==> config.mk <==
export PLATFORM = sky130hd
export DESIGN_NAME = microwave_control
export DESIGN_NICKNAME = d
export VERILOG_FILES = /design/src/rtl/microwave_control.sv
export SDC_FILE = /design/constraint.sdc
export NUM_CORES = 1
export LEC_CHECK = 0
export BUFFER_PORTS_ARGS = -buffer_cell sky130_fd_sc_hd__buf_2
export CORE_UTILIZATION = 38
export CTS_CLUSTER_DIAMETER = 30
export DETAILED_ROUTE_END_ITERATION = 12
export GPL_ROUTABILITY_DRIVEN = 0
export PLACE_DENSITY = 0.69
export SYNTH_ARGS = -nofsm -noshare
export SYNTH_HDL_FRONTEND = slang
export SYNTH_SLANG_ARGS = --single-unit
==> constraint.sdc <==
create_clock -name clk -period 5.05 [get_ports clk]
set_clock_uncertainty 0.1 [all_clocks]
set_input_delay 1.515 -clock clk [delete_from_list [all_inputs] [get_ports clk]]
set_output_delay 1.515 -clock clk [all_outputs]
set_load 0.01 [all_outputs]
==> src/rtl/microwave_control.sv <==
// Microwave cooking-time controller: keypad digit capture, BCD countdown on the
// encoder tick, magnetron gating from start/stop/door, and completion flag.
module microwave_control #(
   parameter int unsigned TICKS_PER_SEC = 1
) (
   input  logic       clk,
   input  logic       clearn,
   input  logic [3:0] D,
   input  logic       pgt,
   input  logic       startn,
   input  logic       stopn,
   input  logic       door_open,
   output logic       enbn,
   output logic [3:0] min_ones,
   output logic [3:0] sec_tens,
   output logic [3:0] sec_ones,
   output logic       mag_on,
   output logic       done
);

   typedef enum logic [2:0] {
      S_IDLE  = 3'd0,
      S_ENTRY = 3'd1,
      S_COOK  = 3'd2,
      S_PAUSE = 3'd3,
      S_DONE  = 3'd4
   } state_e;

   localparam logic [7:0] TICK_LAST = 8'(TICKS_PER_SEC - 1);

   state_e     state_q, state_d;
   logic [3:0] min_q, min_d, tens_q, tens_d, ones_q, ones_d;
   logic [7:0] tick_q, tick_d;
   logic [1:0] blank_q, blank_d;
   logic       startn_q, stopn_q;
   logic       pgt_s1_q, pgt_s2_q, pgt_s3_q;
   logic       enbn_q, enbn_d, mag_q, mag_d, done_q, done_d;

   logic        start_ev_s, stop_ev_s, pgt_ev_s, time_zero_s;
   logic [11:0] dec_s;

   // Time-down step; tens above 5 are left as entered and simply count down.
   function automatic logic [11:0] bcd_dec(input logic [3:0] m, input logic [3:0] t,
                                           input logic [3:0] o);
      logic [11:0] r;
      if (o != 4'd0) begin
         r = {m, t, o - 4'd1};
      end else if (t != 4'd0) begin
         r = {m, t - 4'd1, 4'd9};
      end else begin
         r = {m - 4'd1, 4'd5, 4'd9};
      end
      return r;
   endfunction

   assign start_ev_s  = startn_q & ~startn;
   assign stop_ev_s   = stopn_q & ~stopn;
   // A pgt edge landing while the encoder is switching source is spurious.
   assign pgt_ev_s    = pgt_s2_q & ~pgt_s3_q & (blank_q == 2'd0);
   assign time_zero_s = (min_q == 4'd0) && (tens_q == 4'd0) && (ones_q == 4'd0);
   assign dec_s       = bcd_dec(min_q, tens_q, ones_q);

   // Next-state, digit, tick and output-decode logic.
   always_comb begin
      state_d = state_q;
      min_d   = min_q;
      tens_d  = tens_q;
      ones_d  = ones_q;
      tick_d  = tick_q;
      case (state_q)
         S_IDLE, S_ENTRY: begin
            if (stop_ev_s) begin
               {min_d, tens_d, ones_d} = 12'd0;
               state_d = S_IDLE;
            end else if (start_ev_s && !door_open && !time_zero_s) begin
               state_d = S_COOK;
               tick_d  = 8'd0;
            end else if (pgt_ev_s && (D <= 4'd9)) begin
               min_d   = tens_q;
               tens_d  = ones_q;
               ones_d  = D;
               state_d = S_ENTRY;
            end else begin
               state_d = state_q;
            end
         end
         S_COOK: begin
            if (stop_ev_s || door_open) begin
               state_d = S_PAUSE;
            end else if (pgt_ev_s) begin
               if (tick_q >= TICK_LAST) begin
                  tick_d = 8'd0;
                  {min_d, tens_d, ones_d} = dec_s;
                  if (dec_s == 12'd0) begin
                     state_d = S_DONE;
                  end else begin
                     state_d = S_COOK;
                  end
               end else begin
                  tick_d = tick_q + 8'd1;
               end
            end else begin
               state_d = state_q;
            end
         end
         S_PAUSE: begin
            if (stop_ev_s) begin
               {min_d, tens_d, ones_d} = 12'd0;
               state_d = S_IDLE;
            end else if (start_ev_s && !door_open) begin
               state_d = S_COOK;
               tick_d  = 8'd0;
            end else begin
               state_d = state_q;
            end
         end
         S_DONE: begin
            if (stop_ev_s || start_ev_s) begin
               {min_d, tens_d, ones_d} = 12'd0;
               state_d = S_IDLE;
            end else begin
               state_d = state_q;
            end
         end
         default: begin
            {min_d, tens_d, ones_d} = 12'd0;
            tick_d  = 8'd0;
            state_d = S_IDLE;
         end
      endcase

      enbn_d = (state_d == S_COOK) || (state_d == S_PAUSE) || (state_d == S_DONE);
      mag_d  = (state_d == S_COOK);
      done_d = (state_d == S_DONE);
      if (enbn_d != enbn_q) begin
         blank_d = 2'd2;
      end else if (blank_q != 2'd0) begin
         blank_d = blank_q - 2'd1;
      end else begin
         blank_d = 2'd0;
      end
   end

   // State, digits, synchronizers, button history and registered outputs.
   always_ff @(posedge clk or negedge clearn) begin
      if (!clearn) begin
         state_q  <= S_IDLE;
         min_q    <= 4'd0;
         tens_q   <= 4'd0;
         ones_q   <= 4'd0;
         tick_q   <= 8'd0;
         blank_q  <= 2'd0;
         startn_q <= 1'b1;
         stopn_q  <= 1'b1;
         pgt_s1_q <= 1'b0;
         pgt_s2_q <= 1'b0;
         pgt_s3_q <= 1'b0;
         enbn_q   <= 1'b0;
         mag_q    <= 1'b0;
         done_q   <= 1'b0;
      end else begin
         state_q  <= state_d;
         min_q    <= min_d;
         tens_q   <= tens_d;
         ones_q   <= ones_d;
         tick_q   <= tick_d;
         blank_q  <= blank_d;
         startn_q <= startn;
         stopn_q  <= stopn;
         pgt_s1_q <= pgt;
         pgt_s2_q <= pgt_s1_q;
         pgt_s3_q <= pgt_s2_q;
         enbn_q   <= enbn_d;
         mag_q    <= mag_d;
         done_q   <= done_d;
      end
   end

   assign enbn     = enbn_q;
   assign mag_on   = mag_q;
   assign done     = done_q;
   assign min_ones = min_q;
   assign sec_tens = tens_q;
   assign sec_ones = ones_q;

endmodule
Yosys cells after proc, flatten, opt, wreduce, memory -nomap -nowiden
Index checks and enable logic that the tools add are counted.

word-level totals
  flip-flop bits (word level) = 33
  bits of input ports = 10

cells by class
  add/subtract/negate cells = 5
  magnitude comparators = 2
  equal/unequal tests = 19
  multiplexer cells = 46
  bitwise gates (word level) = 8
  reductions and logical operators = 23

operators with widths
  cell                   count
  $mux W4                20
  $mux W8                7
  $pmux W4 S4            3
  $pmux W8 S4            1
  $mux W3                10
  $mux W12               2
  $ne A2 B2 Y1 const B   9
  $reduce_and A7 Y1      2
  $eq A3 B2 Y1 const B   4
  $logic_not A12 Y1      1
  $logic_not A4 Y1       3
  $pmux W3 S4            1
  $sub A4 B1 Y4 const B  3
  $add A8 B1 Y8 const B  1
  $ge A8 B1 Y1 const B   1
  $reduce_bool A4 Y1     2
  $eq A3 B3 Y1 const B   2
  $ne A3 B3 Y1 const B   2
  $logic_and A1 B1 Y1    5
  $and A1 B1 Y1          4
  $le A4 B4 Y1 const B   1
  $logic_or A1 B1 Y1     4
  $mux W2                2
  $not A1 Y1             4
  other kinds (8)        9

Longest topological paths before layout
  depth after elaboration = 14
  gate-level depth with buffers = 9
  depth with buffers taken out = 7

Worst setup path after synthesis
Ideal clock, no wire load.

  kind = input port to flip-flop
  from = in startn
  to = reg ones_q[0] (netlist: sec_ones[0])
  data arrival time = 3.002 ns
  required time = 4.825 ns
  slack = 1.823 ns
  stages = 7
  buffers on the path = 2
  cells stage by stage = or3b_2 -> a31oi_2 -> o21a_1 -> buf_6 -> or2_4 -> buf_6 -> mux2_4

between the ends
  word-level cells in the longest chain between the ends = 6
  elaborated cells on any way between the ends = 8
  those cells by class = 2 x eq/ne; 2 x bitwise; 4 x reduce/logical

ends and longest elaborated chain
  what                                  RTL line  source
  start: declaration                    10        input logic startn,
  $not A1 Y1 *                          56        assign start_ev_s = startn_q & ~startn;
  $and A1 B1 Y1 *                       56
  $logic_and A1 B1 Y1 (2 in series)     75        end else if (start_ev_s && !door_open && !time_zero_s) begin
  $ne A3 B3 Y1 (no source line)         -
  $reduce_and A7 Y1 (no source line) *  -
  end signal: assignment                165       ones_q <= ones_d;
  end: declaration                      32        logic [3:0] min_q, min_d, tens_q, tens_d, ones_q, ones_d;

Mark *: on every way between the ends. The rest lies on a longest branch, timed or not.
A chain may end at the register's enable or synchronous reset.

Worst setup path in the final report
  from = in startn
  to = reg ones_q[1] (netlist: sec_ones[1])

The elaborated chain is that of the path after synthesis.

==> out/qor.txt <==
DRT iter0 DRCs -> 57
Peak VDD IR -> 0.000217 V
leading area contributor after synthesis -> dfrtp_1
most common cell in the netlist -> dfrtp_1
Die H -> 64.9 um
final WL -> 3480 um
combinational share of power -> 52.3%
DRT antenna net count -> 0
pwr dens -> 624 nW/um^2
Synth Area per Inst -> 9.41 sq um
DP HPWL -> 2510 um
DR WL/cell -> 15.2 um
synth cell count leaders -> dfrtp_1 (23), nor2_1 (15), a21oi_1 (12), o21ai_0 (12)
Worst Path Arrival -> 3.32 ns
CP delay by family, top -> simple AND/OR/NAND/NOR gates
CTS buffer count -> 3
gr usage total -> 18.5%
post-synthesis cell type count -> 49
CP max FO -> 12
area share of the largest cell type after synthesis -> 38.2%
Root Buffer -> clkbuf_8
Synth area leaders -> dfrtp_1 (38%), a21oi_1 (4.0%), o21ai_0 (4.0%), o31ai_1 (4.0%), nor2_1 (3.7%)
Initial Utilization -> 40.5%
post-cts sizing count -> 0
post-DR vias/cell -> 5.82
Post-CTS Setup Bufs -> 0
Setup TNS -> 0 ns
crit-path cells -> buf_2, or3b_2, a31oi_2, o21a_1, or2_4, mux2_2
synthesized area -> 1510 sq um
power share of the clock group -> 11.9%
H-tree Lvls -> 1
dpl cells -> 225
cts hold-fix bufs -> 0
final slew viol count -> 0
Slew HR -> 45.4%
Async SR Flop Fraction -> 100%
Final Cycle Share -> 64.5%
Fillers -> 379
vias in the first global route -> 1264
first-pass GRT wire length -> 6090 um
CTS tree -> yes
Setup Viol. Count Final -> 0
Psw -> 0.492 mW
Seq pwr share -> 35.7%
instance count of the mapped netlist -> 160
total grt overflow -> 0
CP max stage delay -> 0.49 ns
fin cells -> 229
number of remaining DRC errors -> 0
layout cells sized above 1 -> 23.2%
#FFs+latches synth -> 25
Core ar. -> 3720 sq um
Die W -> 64.9 um
TritonRoute pass-1 iters -> 4
outcome -> finished, final reports clean
critical path's slowest cell -> or3b_2
Bufs and invs on worst path -> 1
required time worst endpoint -> 5.12 ns
Hold Violations, Final -> 0
startpoint class of the critical path -> input port
Via Count -> 1332
initial antenna violation count -> 0
CTS sink cnt -> 25
Crit Path Category -> in -> reg
PortBufs -> 24
type of destination of the critical path -> register
syn nets -> 172
RSZ-0062 raised after global routing -> false
Max Cap Viol -> 0
Pleak -> 0.763 nW
worst-margin pin slew -> 0.812 ns
total number of yosys warnings -> 0
clk_lat worst skew -> 0.27 ns
Tot Pwr -> 1.05 mW
Layout area overhead -> 12.0%
die footprint -> 4220 sq um
row count -> 22
ant diodes -> 0
WHS -> 0.260 ns
Max clock buf depth -> 2
Top FF cell, synth -> dfrtp_1
io pins -> 25
switching part of the total power -> 46.8%
clock-pin slew on the worst setup and hold paths -> 0.09 ns
HP Class -> reg -> reg
setup ws final -> 1.79 ns
largest net degree at the start of global routing -> 26
Layout Nets -> 194
crit path time final -> 3.26 ns
Post-synth EDFFs -> 0
Internal -> 0.559 mW
Fmax -> 0.307 GHz
sequential share of the synthesized area -> 41.7%
setup slack at placement -> 1.50 ns
[routing by layer]
metal / up-vias / global-route usage [%] / routed length, um
met3: 4 / 2.11 / 160
met1: 644 / 27.2 / 1680
met4: 0 / 5.00 / 34
met5: - / 0 / 0
li1: 640 / - / -
met2: 44 / 28.3 / 1600
[final cells by class]
cell class	count	area, sq um	area share, %
repair buffers	25	128	7.57
clock buffers	3	41.3	2.45
clock inverters	1	7.51	0.445
inverters	4	15.0	0.891
well taps	48	60.1	3.56
multi-input cells	123	806	47.8
flip-flops and latches	25	628	37.3
[state kept, by name, summed over array words and instances, names as in the netlist, 2 cells and up]
name and cells:
sec_ones 4, state_q 3, blank_q 2, sec_tens 4, min_ones 4
[logic make-up after synthesis]
group,count (synthesis),synth area share [%]
muxes,4,3.16
buffers and inverters,12,4.74
AOI/OAI and AO/OA,55,24.5
and+or+nand+nor,62,24.2
adders and majority gates,2,1.66
DFF,25,41.7
[worst register-to-register path: stages, from the launching register on]
cell,delay (ns)
dfrtp_1,0.47
inv_1,0.11
ha_1,0.15
nor4b_1,0.42
a31oi_2,0.19
o21a_1,0.34
or2_4,0.36
mux2_4,0.31
[path summary, 6_finish.rpt]
check / slack, ns / from / endpoint / depth (start not counted)
setup reg to reg: 2.50 / min_ones[0] / sec_ones[0] / 7
setup / recovery: 1.79 / startn / sec_ones[1] / 6
hold reg to reg: 0.26 / pgt_s1_q / pgt_s2_q / 0
min in group asynchronous: 1.12 / clearn / pgt_s1_q / 1
max in group asynchronous: 3.36 / clearn / sec_tens[0] / 1
hold / removal: 0.26 / pgt_s1_q / pgt_s2_q / 0
[power by group through the flow]
stage | Clock (mW) | Combinational, mW | Sequential, mW
after floorplan | 0 | 0.441 | 0.347
after global placement | 0 | 0.541 | 0.380
after detailed placement | 0 | 0.546 | 0.378
after CTS | 0.126 | 0.549 | 0.375
after global routing | 0.142 | 0.608 | 0.390
final | 0.125 | 0.550 | 0.376
[placed cells by master, fill, tap and decap left out, types with 2 or more instances in the layout]
cell type	instances
nand2_1	8
a21oi_1	12
nor2_1	15
a22o_1	2
nand4_1	3
dfstp_2	2
o21a_1	2
and2_1	2
dfrtp_1	23
ha_1	2
clkbuf_8	3
mux2_2	2
nor3_1	4
nand4b_1	2
or2_2	2
nor2b_1	4
o22ai_1	2
inv_1	4
nand2b_1	6
o31ai_1	8
buf_2	24
a22oi_1	3
nor4b_1	2
and3b_1	2
o32ai_1	2
o21ai_0	12
a21o_1	3
nor4_1	4
[metrics by stage]
| stage | util (%) | instance area [sq um] |
|---|---|---|
| after floorplan | - | 1510 |
| after global placement | 44.0 | 1640 |
| after detailed placement | 44.0 | 1640 |
| after CTS | 45.4 | 1690 |
| after global routing | 45.4 | 1690 |
| final | 45.4 | 1690 |
Note: power is estimated with default switching activity, not from simulation.
